$ cat src/rtl/axis_block_packer.sv
// axis_block_packer
//
// Packs a stream of IN_WIDTH-bit AXI-Stream words into DATA_WIDTH-bit blocks
// for the downstream block FIFO. WORDS = DATA_WIDTH/IN_WIDTH words form one
// block, with the first word in the MSBs. When tlast arrives before a block
// is full, the block is closed early. Its unfilled low slots are zero, and
// out_words tells the consumer how many slots are real. A block never mixes
// words from two messages.
//
// Ports:
//   clk               single clock, everything on posedge
//   reset             synchronous, active-high
//   s_axis_tdata      input word
//   s_axis_tvalid     input word valid
//   s_axis_tready     input word accepted when high together with tvalid
//   s_axis_tlast      last word of a message
//   fifo_wdata        packed block (registered)
//   fifo_write_tvalid block valid
//   fifo_write_tready FIFO can take the block
//   out_last          block holds the message's final word
//   out_words         number of valid words in the block (1..WORDS)
//
// DATA_WIDTH must be an integer multiple of IN_WIDTH.

module axis_block_packer #(
  parameter  int DATA_WIDTH = 128,
  parameter  int IN_WIDTH   = 32,
  localparam int WORDS      = DATA_WIDTH / IN_WIDTH,
  localparam int CNT_WIDTH  = $clog2(WORDS) + 1
) (
  input  logic                  clk,
  input  logic                  reset,
  input  logic [IN_WIDTH-1:0]   s_axis_tdata,
  input  logic                  s_axis_tvalid,
  output logic                  s_axis_tready,
  input  logic                  s_axis_tlast,
  output logic [DATA_WIDTH-1:0] fifo_wdata,
  output logic                  fifo_write_tvalid,
  input  logic                  fifo_write_tready,
  output logic                  out_last,
  output logic [CNT_WIDTH-1:0]  out_words
);

  logic [DATA_WIDTH-1:0] acc_reg, acc_next;
  logic [CNT_WIDTH-1:0]  cnt_reg, cnt_next;
  logic [DATA_WIDTH-1:0] out_data_reg, out_data_next;
  logic                  out_valid_reg, out_valid_next;
  logic                  out_last_reg, out_last_next;
  logic [CNT_WIDTH-1:0]  out_words_reg, out_words_next;

  // Accumulator with the incoming word dropped into slot cnt. Slots above cnt
  // are always zero because the accumulator is cleared on every completion
  // and filled strictly in order, so this is also the zero-padded block.
  logic [DATA_WIDTH-1:0] acc_ins;

  logic accept;
  logic complete;

  // Combinational from fifo_write_tready: a draining block frees the output
  // register in the same cycle, which is what keeps one word per cycle.
  assign s_axis_tready = !out_valid_reg || fifo_write_tready;
  assign accept        = s_axis_tvalid && s_axis_tready;
  assign complete      = accept &&
                         (s_axis_tlast || (cnt_reg == CNT_WIDTH'(WORDS - 1)));

  genvar gi;
  generate
    for (gi = 0; gi < WORDS; gi++) begin : g_slot
      assign acc_ins[DATA_WIDTH-1-gi*IN_WIDTH -: IN_WIDTH] =
        (cnt_reg == CNT_WIDTH'(gi)) ? s_axis_tdata
                                    : acc_reg[DATA_WIDTH-1-gi*IN_WIDTH -: IN_WIDTH];
    end
  endgenerate

  always_comb begin
    acc_next       = acc_reg;
    cnt_next       = cnt_reg;
    out_data_next  = out_data_reg;
    out_valid_next = out_valid_reg;
    out_last_next  = out_last_reg;
    out_words_next = out_words_reg;

    if (complete) begin
      // A completion always loads the output register; if the old block is
      // draining this same cycle, valid simply stays high.
      out_data_next  = acc_ins;
      out_valid_next = 1'b1;
      out_words_next = cnt_reg + CNT_WIDTH'(1);
      out_last_next  = s_axis_tlast;
      acc_next       = '0;
      cnt_next       = '0;
    end else begin
      if (accept) begin
        acc_next = acc_ins;
        cnt_next = cnt_reg + CNT_WIDTH'(1);
      end
      if (out_valid_reg && fifo_write_tready) begin
        out_valid_next = 1'b0;
      end
    end
  end

  always_ff @(posedge clk) begin
    if (reset) begin
      acc_reg       <= '0;
      cnt_reg       <= '0;
      out_data_reg  <= '0;
      out_valid_reg <= 1'b0;
      out_last_reg  <= 1'b0;
      out_words_reg <= '0;
    end else begin
      acc_reg       <= acc_next;
      cnt_reg       <= cnt_next;
      out_data_reg  <= out_data_next;
      out_valid_reg <= out_valid_next;
      out_last_reg  <= out_last_next;
      out_words_reg <= out_words_next;
    end
  end

  assign fifo_wdata        = out_data_reg;
  assign fifo_write_tvalid = out_valid_reg;
  assign out_last          = out_last_reg;
  assign out_words         = out_words_reg;

endmodule

$ cat config.mk
export PLATFORM = sky130hd
export DESIGN_NAME = axis_block_packer
export DESIGN_NICKNAME = d
export VERILOG_FILES = /design/src/rtl/axis_block_packer.sv
export SDC_FILE = /design/constraint.sdc
export NUM_CORES = 1
export LEC_CHECK = 0
export CORE_ASPECT_RATIO = 0.8
export CORE_MARGIN = 2
export CORE_UTILIZATION = 40
export DETAILED_ROUTE_END_ITERATION = 10
export HOLD_SLACK_MARGIN = 0.06
export PLACE_DENSITY = 0.7
export SLEW_MARGIN = 15
export SYNTH_ARGS = -nofsm -noshare
export SYNTH_HDL_FRONTEND = slang
export SYNTH_SLANG_ARGS = --single-unit
export TNS_END_PERCENT = 5
$ cat constraint.sdc
create_clock -name clk -period 2.06 [get_ports clk]
set_clock_uncertainty 0.2 [all_clocks]
set_input_delay 0.412 -clock clk [delete_from_list [all_inputs] [get_ports clk]]
set_output_delay 0.412 -clock clk [all_outputs]
set_load 0.02 [all_outputs]
==> results.cfg, run 1 <==
[detailed_routing]
ant_nets = 0
wl_per_cell_um = 20.6
vias_per_cell = 5.79
drt_iter0_drc = 661
vias = 9184
drc_errors = 0
dr.pass1.iters = 5
routed_wl_mm = 32.6

[outcome]
status = finished clean

[sta]
timing.fmax_mhz = 486
min_period_ns = 2.06
setup_viol = 0
hold_violations = 0
final-max-slew-violation-count = 0
final.period_utilization_pct = 100
tightest_slew_ns = 0.635
max_slew_margin_pct = 57.6
rsz0062_at_grt = yes

[setup_path]
crit_type = reg -> reg
crit_arrival_ns = 2.30
required_ns = 2.30
rr_worst_depth = 5
end_kind = flop
critPathSlowestCell = o211a_2
r2r_slack_ns = 0.0009
cp_cell_sequence = ha_2 -> ha_4 -> or2_4 -> o211a_2 -> o32ai_1
r2r-start = cnt_reg[0]$_SDFFE_PP0P_
start_kind = flop
critPathMaxStageDelay_ns = 0.47
r2r-end = acc_reg[48]$_SDFFE_PP0P_
cp_max_fo = 16

[power_and_ir_drop]
p_leak_nw = 5.22
p_int_w = 0.00887
switching_share_pct = 26.8
clkPwrFrac_pct = 40.1
combPwrFrac_pct = 14.9
power_density_mw_per_mm2 = 864
p_seq_share_pct = 45.0
p_sw_w = 0.00325
ir_drop_mv = 0.671

[final_layout]
instances_no_fill = 1587
syn_to_final_growth_pct = 29.2
diodes = 0
nFillCells = 2395
nets = 1254
layout-drive-gt1-share_pct = 11.3
design_area_mm2 = 0.0140

[placement]
gp_routability_congestion = 0.786
dpl.hpwl_mm = 19.6
dp.cells = 1533
place_area_mm2 = 0.0131
port_buffers = 170

[clock_tree]
path_clk_slew_ns = 0.06
numCtsBuffers = 27
cts_tree = yes
cts_root_buffer = clkbuf_16
cts-hold-fix-buffers = 0
htree_levels = 1
clock_path_buffers = 3
clock_latency_ns = 0.54
cts.sinks = 264

[synthesis]
synth_ff_type = dfxtp_1
ys_seq_elements = 264
syn_area_per_cell_um2 = 10.1
synth_commonest_cells = dfxtp_1 (264), a211oi_1 (130), a31oi_1 (130)
yosysMostFrequentCell = dfxtp_1
syn_nets = 1119
synthSimpleGateAreaFrac_pct = 3.73
synth_edf_count = 0
netlist_instances = 1077
yosys-top-cells-area = dfxtp_1 (49%), mux2i_1 (12%), a211oi_1 (9.0%)
async_flop_share_pct = 0
synth_cell_types = 30
muxShareOfSynthArea_pct = 11.8
synth.cell_area_mm2 = 0.0109
synth-compound-area-share_pct = 25.9
synth_xor_area_share_pct = 0
synth_top_family_by_area = compound AO/OA/AOI/OAI gates
synth.top_cell.area_share_pct = 48.7
yosysTopAreaCell = dfxtp_1
ys_warn_count = 0
synthAdderAreaFrac_pct = 0.576
ys_seq_area_share_pct = 48.7

[hold_path]
whs_path_depth = 4
hp-start = reset
hold_end = acc_reg[18]$_SDFFE_PP0P_
hold_class = in -> reg

[die]
core_area_mm2 = 0.0265
dieArea_mm2 = 0.0285
start_util_pct = 41.0
die_h_um = 151
core.rowCount = 53
die_x_um = 188
io_pins = 171

[global_routing]
grt_start_max_net_pins = 91
antenna_found_initial = 0
track_usage_pct = 21.9
grt_pass1_wl_mm = 50.2
grt_pass1_vias = 8854
grt_overflow = 0

[flow_run]
cap_violations = 0
## how the worst max path moves through the flow
stage                                    from                          end  depth (start not counted)
3_3_place_gp                fifo_write_tready                s_axis_tready                          4
6_report              cnt_reg[0]$_SDFFE_PP0P_     acc_reg[48]$_SDFFE_PP0P_                          5
3_5_place_dp                fifo_write_tready  fifo_wdata[77]$_SDFFE_PP0P_                          6
4_1_cts        fifo_write_tvalid$_SDFFE_PP0P_                s_axis_tready                          3
2_1_floorplan         cnt_reg[0]$_SDFFE_PP0P_    acc_reg[100]$_SDFFE_PP0P_                          8
5_1_grt               cnt_reg[0]$_SDFFE_PP0P_  fifo_wdata[32]$_SDFFE_PP0P_                          7
## worst max-delay path: cells and delay by family (launching register included)
family / cells / cell delay [ns]
adders and majority gates: 2 / 0.37
DFF: 1 / 0.31
and+or+nand+nor: 1 / 0.31
AOI/OAI and AO/OA: 2 / 0.76
## metal layers
layer | vias up | global-route usage (%) | wire length [um]
met5 | - | 0 | 0
met4 | 0 | 6.50 | 818
met3 | 51 | 4.22 | 2290
met2 | 303 | 34.5 | 14400
met1 | 4489 | 30.4 | 15100
li1 | 4341 | - | -
## layout by cell type (no fill, tap or decap), types with 2 or more instances in the layout
cell type	count
o32ai_2	14
clkbuf_8	9
o21ai_0	2
dlygate4sd2_1	133
o211a_4	5
inv_1	101
mux2i_1	128
clkbuf_1	3
nor2b_4	4
a211oi_2	2
o32ai_1	82
o31ai_1	3
buf_6	4
nand3_1	3
clkdlybuf4s50_1	34
dfxtp_1	264
a211oi_1	128
clkinv_2	4
nand2_1	32
and2_1	32
buf_4	35
a31oi_1	130
ha_1	3
nand4_1	4
buf_12	22
a21oi_1	5
clkbuf_16	28
## kinds of logic after synthesis
| kind of cell | count (synthesis) |
|---|---|
| AO/OA/AOI/OAI | 372 |
| adder cells (fa/ha/maj) | 5 |
| buffers and inverters | 230 |
| flip-flops | 264 |
| multiplexers | 128 |
| AND/OR/NAND/NOR | 78 |
## power by group through the flow
stage,clock network (W),registers (W),logic [W]
after floorplan,0,0.00575,0.000851
after global placement,0,0.00558,0.00183
after detailed placement,0,0.00557,0.00186
after CTS,0.00492,0.00546,0.00175
after global routing,0.00515,0.00548,0.00192
final,0.00487,0.00546,0.00180
## final cells by class
cell class              count  area (um^2)  share of cell area [%]
well taps                 357          447                    3.18
clock buffers              39          811                    5.78
inverters                 103          389                    2.77
multi-input cells         586         4740                    33.8
flip-flops and latches    264         5290                    37.7
repair buffers            230         2280                    16.3
clock inverters             8         75.1                   0.535
## stage by stage
stage | power, W | hold slack [ns] | setup WS, ns | TNS, ns | util (%)
final | 0.0121 | 0.236 | 0.000852 | 0 | 53.0
after global routing | 0.0126 | 0.227 | -0.0659 | -0.758 | 53.0
after CTS | 0.0121 | 0.208 | -0.0703 | -0.191 | 52.5
after detailed placement | 0.00743 | 0.243 | -0.344 | -71.16 | 49.5
after global placement | 0.00741 | 0.241 | -0.314 | -65.98 | 49.5
after floorplan | 0.00660 | 0.229 | 0.00792 | 0 | -
## what timing repair did
item                       4_1_cts  5_1_grt
setup endpoints to repair      158      220
pin swaps                        2        3
gates resized for setup        143       12
setup buffers                    0        3
cloned                           0        4
Note: power is estimated with default switching activity, not from simulation.
==> inputs of run 2 (changes only) <==
--- a/config.mk
+++ b/config.mk
@@ -5,6 +5,7 @@
 export SDC_FILE = /design/constraint.sdc
 export NUM_CORES = 1
 export LEC_CHECK = 0
+export CAP_MARGIN = 20
 export CORE_ASPECT_RATIO = 0.8
 export CORE_MARGIN = 2
 export CORE_UTILIZATION = 40
==> results of run 2 <==
Final layout, timing and power as in run 1 (identical DEF).
==> patch 1, RTL diff (config.mk and constraints of run 1) <==
Set the parameter `IN_WIDTH` to 64 (it was 32).
--- a/src/rtl/axis_block_packer.sv
+++ b/src/rtl/axis_block_packer.sv
@@ -26,3 +26,3 @@
   parameter  int DATA_WIDTH = 128,
-  parameter  int IN_WIDTH   = 32,
+  parameter  int IN_WIDTH   = 64,
   localparam int WORDS      = DATA_WIDTH / IN_WIDTH,
Ports: changed (resized out_words and s_axis_tdata); port bits go from 171 to 202. No check against the original RTL was run, so the function may have changed too.
==> patch 1 against run 1 <==
Hold slack gained 18 ps; sequential cell count decreased by 2; wire length down 22%; synthesized cell count decreased by 18%; sequential share of layout area increased by 2.4 points; non-clock buffer count grew 21; power decreased by 2.7%; setup slack improved by 71 ps; final area fell by 6.7%; final cell count shrank 11%; area after synthesis is 12% lower; register-to-register slack gained 150 ps; count of clock-buffer cells in the layout shrank 3; sequential power down 2%; critical endpoint is now s_axis_tready.
==> patch 1: results (changes against run 1) <==
- Worst hold stages: 1 (-3)
- Placed insts: 1365 (-11%)
- Arrival time of the worst setup path: 1380 ps (-920 ps)
- Final WL: 25400 µm (-22%)
- Worst skew pair latency: 520 ps (-20 ps)
- Root buffer cell: clkbuf_16
- Gr usage total: 19.9% (-1.9 points)
- Initial DRC Count: 452 (-32%)
- Post-DP HPWL: 16100 µm (-18%)
- CP top delay family: flip-flops
- Slowest cell on crit path: dfxtp_2
- Register area: 5250 µm² (-0.73%)
- Sequential area share after synthesis: 54.6% (+6.0 points)
- VDD IR-drop max: 518 µV (-23%)
- Worst-path fanout max: 5 (-11)
- Placed Area: 12300 µm² (-6.1%)
- Post-synth top cells: dfxtp_1, o2bb2ai_1, mux2i_1
- Max stage delay on crit path: 330 ps (-140 ps)
- Vias in the first global route: 7369 (-17%)
- Fill cells: 2060 (-14%)
- Outcome: complete, no violations
- Pin count of the biggest net entering global routing: 67 (-26%)
- Reg2reg path depth: 6 (+1)
- First-pass GRT wire length: 40700 µm (-19%)
- Yosys cell types: 25 (-17%)
- Top cells by area, synth: dfxtp_1, mux2i_1, o2bb2ai_1, and2_1, a21oi_1
- Slew @ Worst Pin: 522 ps (-113 ps)
- Initial antenna violation count: 0 (unchanged)
- H-tree depth: 1 (unchanged)
- Post-CTS Setup Bufs: 0 (unchanged)
- Count of warnings emitted by yosys: 0 (unchanged)
- WL/cell: 17.9 µm (-13%)
- Total gr overflow: 0 (unchanged)
- Via/cell ratio: 5.35 (-7.5%)
- Reg clk slew, reported paths: 60 ps (about the same)
- Leakage power: 5.57 nW (+6.7%)
- CTS max path bufs: 3 (unchanged)
- GPL Wtd Cong: 0.776 (-1.2%)
- Initial DRT Pass Iterations: 7 (+2)
- Ant. Diodes: 0 (unchanged)
- Switching Fraction: 25.1% (-1.8 points)
- TritonCTS buffer count: 27 (unchanged)
- Syn_nets: 959 (-14%)
- I/O Buffers: 201 (+18%)
- Post-Syn Instances: 888 (-18%)
- FFs w/ async S/R, synth: 0% (unchanged)
- Hold Path Class: flop to flop
- Share of cells above drive strength 1: 9.78% (-1.5 points)
- Final nets: 1155 (-7.9%)
- Dpl ws: -121 ps (+223 ps)
- Post-CTS resize count: 136 (-4.9%)
## patch 1: changes by cell type after synthesis, moves of 29 or more
| cell | delta |
|---|---|
| and2_1 | +33 |
| o21ai_0 | +65 |
| clkbuf_1 | -29 |
| a21oi_1 | +62 |
| o2bb2ai_1 | +129 |
| a31oi_1 | -129 |
| nand3_1 | +64 |
| inv_1 | -96 |
| o32ai_1 | -90 |
| a211oi_1 | -129 |
| nand2_1 | -30 |
## patch 1: logic make-up after synthesis
logic type / Yosys count / synth area share, %
AOI/OAI and AO/OA: 268 / 19.3
DFF: 262 / 54.6
and+or+nand+nor: 138 / 8.17
muxes: 128 / 13.3
buffers and inverters: 90 / 4.30
adders and majority gates: 2 / 0.261
## patch 1: final cells by class
| class | count | area share [%] |
|---|---|---|
| Multi-Input combinational cell | 536 | 30.3 |
| Sequential cell | 262 | 40.1 |
| Clock inverter | 13 | 1.02 |
| Inverter | 6 | 0.191 |
| Clock buffer | 36 | 5.96 |
| Tap cell | 312 | 2.98 |
| Timing Repair Buffer | 251 | 19.4 |
## patch 1: power groups by stage
stage	Clock, mW	Sequential (mW)	Combinational (mW)
final	4.94	5.35	1.52
after global routing	5.25	5.37	1.63
after CTS	5.03	5.35	1.53
after detailed placement	0	5.46	1.59
after global placement	0	5.46	1.58
after floorplan	0	5.57	0.710
## patch 1: final timing paths
kind,startpoint,endpoint,slack (ps)
setup / recovery,fifo_write_tvalid,s_axis_tready,70
hold / removal,fifo_wdata[28],fifo_wdata[28],250
setup reg to reg,cnt_reg[1],acc_reg[3],150
hold reg to reg,fifo_wdata[28],fifo_wdata[28],250
## patch 1: per-layer routing
metal	vias up	global-route usage (%)	share of wire [%]
met3	36	3.39	6.2
met4	0	5.13	2.1
met1	3674	29.3	49
li1	3630	-	-
met5	-	0	0
met2	240	30.1	42
==> patch 2, RTL diff (flow settings as in run 1) <==
Without the edit above. `out_data_reg` no longer has a reset.
--- a/src/rtl/axis_block_packer.sv
+++ b/src/rtl/axis_block_packer.sv
@@ -106,3 +106,2 @@
       cnt_reg       <= '0;
-      out_data_reg  <= '0;
       out_valid_reg <= 1'b0;
@@ -113,3 +112,2 @@
       cnt_reg       <= cnt_next;
-      out_data_reg  <= out_data_next;
       out_valid_reg <= out_valid_next;
@@ -118,2 +116,6 @@
     end
+  end
+
+  always_ff @(posedge clk) begin
+    out_data_reg <= out_data_next;
   end
Check against the original RTL: not equivalent (a bounded check fails within 4 cycles, from zero or initial values and one cycle with reset high).
==> patch 2 against run 1 <==
Area after synthesis increased by 7.7%; sequential cell count stayed put; global-route usage decreased by 1.1 points; wire length is 1.3% lower; final area up 8.5%; power increased by 5.0%; count of clock-buffer cells in the layout fell by 9; setup slack improved by 42 ps; largest power group unchanged.
==> patch 2: results (changes against run 1) <==
- Share of cells above drive strength 1: 15.4% (+4.1 points)
- Post-layout util: 53.4% (+0.38 points)
- Initial antenna violation count: 1 (+1)
- Gr usage total: 20.8% (-1.1 points)
- Initial DRT Pass Iterations: 6 (+1)
- R2R setup slack: 80 ps (+80 ps)
- Worst skew pair latency: 530 ps
- Post-DP HPWL: 20500 µm (+4.3%)
- Syn_nets: 1232 (+10%)
- TritonCTS buffer count: 28 (+3.7%)
- Mux cell area share after synthesis: 6.16% (-5.6 points)
- Worst-path fanout max: 1 (-15)
- Placed Area: 14300 µm² (+9.4%)
- Avg Cell Area, Syn: 9.83 µm² (-2.5%)
- Max stage delay on crit path: 490 ps (+20 ps)
- Post-CTS Setup Bufs: 0 (unchanged)
- Fin crit period: 2020 ps (-41.8 ps)
- Pin count of the biggest net entering global routing: 83 (-8.8%)
- GR met1 Demand/Resource: 30.9% (+0.44 points)
- Launch point of the worst path: fifo_wdata[102]
- Met3 usage: 3.41% (-0.81 points)
- Vias: 9708 (+5.7%)
- HP Start: acc_reg[8]
- Sequential area share after synthesis: 56.1% (+7.5 points)
- Post-synth EDFFs: 128 (+128)
- Dpl ws: -185 ps (+159 ps)
- Vias in the first global route: 9170 (+3.6%)
- Hold Path Class: flop to flop
- VDD IR-drop max: 583 µV (-13%)
- Leakage power: 6.25 nW (+20%)
- CP top delay family: flip-flops
- Arrival time of the worst setup path: 1410 ps (-890 ps)
- Top cells by area, synth: edfxtp_1, dfxtp_1, nand3_1, mux2_2, nand2_1
- Fill cells: 2507 (+4.7%)
- GR Util met2: 31.8% (-2.7 points)
- Slew margin rel.: 55.7% (-1.9 points)
- Complex-gate fraction of the synthesized area: 5.20% (-21 points)
- Initial DRC Count: 1027 (+55%)
- First-pass GRT wire length: 51600 µm (+2.8%)
- Via/cell ratio: 5.55 (-4.1%)
- Outcome: complete, no violations
- Adder-cell share of the synthesized area: 0.535% (-0.041 points)
- Post-synth top cells: nand3_1, nand2_1, dfxtp_1
- H-tree depth: 1 (unchanged)
- Final WL: 32200 µm (-1.3%)
- Placed insts: 1696 (+11%)
- Count of warnings emitted by yosys: 0 (unchanged)
patch 2: changes by cell type after synthesis, sizes merged, moves of 128 or more:
| cell | before | now |
|---|---|---|
| nand3 | 3 | 195 |
| nand2 | 32 | 192 |
| a211oi | 130 | 2 |
| a31oi | 131 | 3 |
| dfxtp | 264 | 136 |
| edfxtp | 0 | 128 |
| mux2i | 128 | 0 |
patch 2: per-stage QoR:
stage | hold slack [ps] | setup TNS [ps]
6_report | 256 | 0
5_1_grt | 270 | 0
4_1_cts | 259 | 0
3_5_place_dp | 240 | -36090
3_3_place_gp | 238 | -36870
2_1_floorplan | 226 | -322490
patch 2: timing repair:
| item | in CTS | in global routing |
|---|---|---|
| resized for setup | 134 | 0 |
| setup endpoints to repair | 134 | 0 |
| hold endpoints to repair | 1 | 0 |
| hold buffers | 1 | 0 |
patch 2: layer usage:
metal	part of all wire [%]	vias up
li1	-	4550
met1	46	4667
met5	0	-
met3	7.6	51
met2	44	440
met4	2.3	0
patch 2: cell type report:
class	count	share of cell area (%)
Clock buffer	30	4.79
Clock inverter	22	1.97
Inverter	6	0.173
Multi-Input combinational cell	807	30.9
Sequential cell	264	43.2
Tap cell	370	3.04
Timing Repair Buffer	250	16.0
patch 2: worst paths after layout:
check | endpoint | cells after the start
worst max-delay path | fifo_wdata[102] | 1
worst min register to register | acc_reg[8] | 1
worst max register to register | fifo_wdata[25] | 6
worst min-delay path | acc_reg[8] | 1
patch 2: report_power, final:
group / total (mW) / internal [mW] / leakage [nW] / switching (mW)
clock: 5.57 / 3.45 / 0.507 / 2.12
sequential: 5.78 / 5.70 / 2.34 / 0.0786
combinational: 1.39 / 0.528 / 3.40 / 0.862
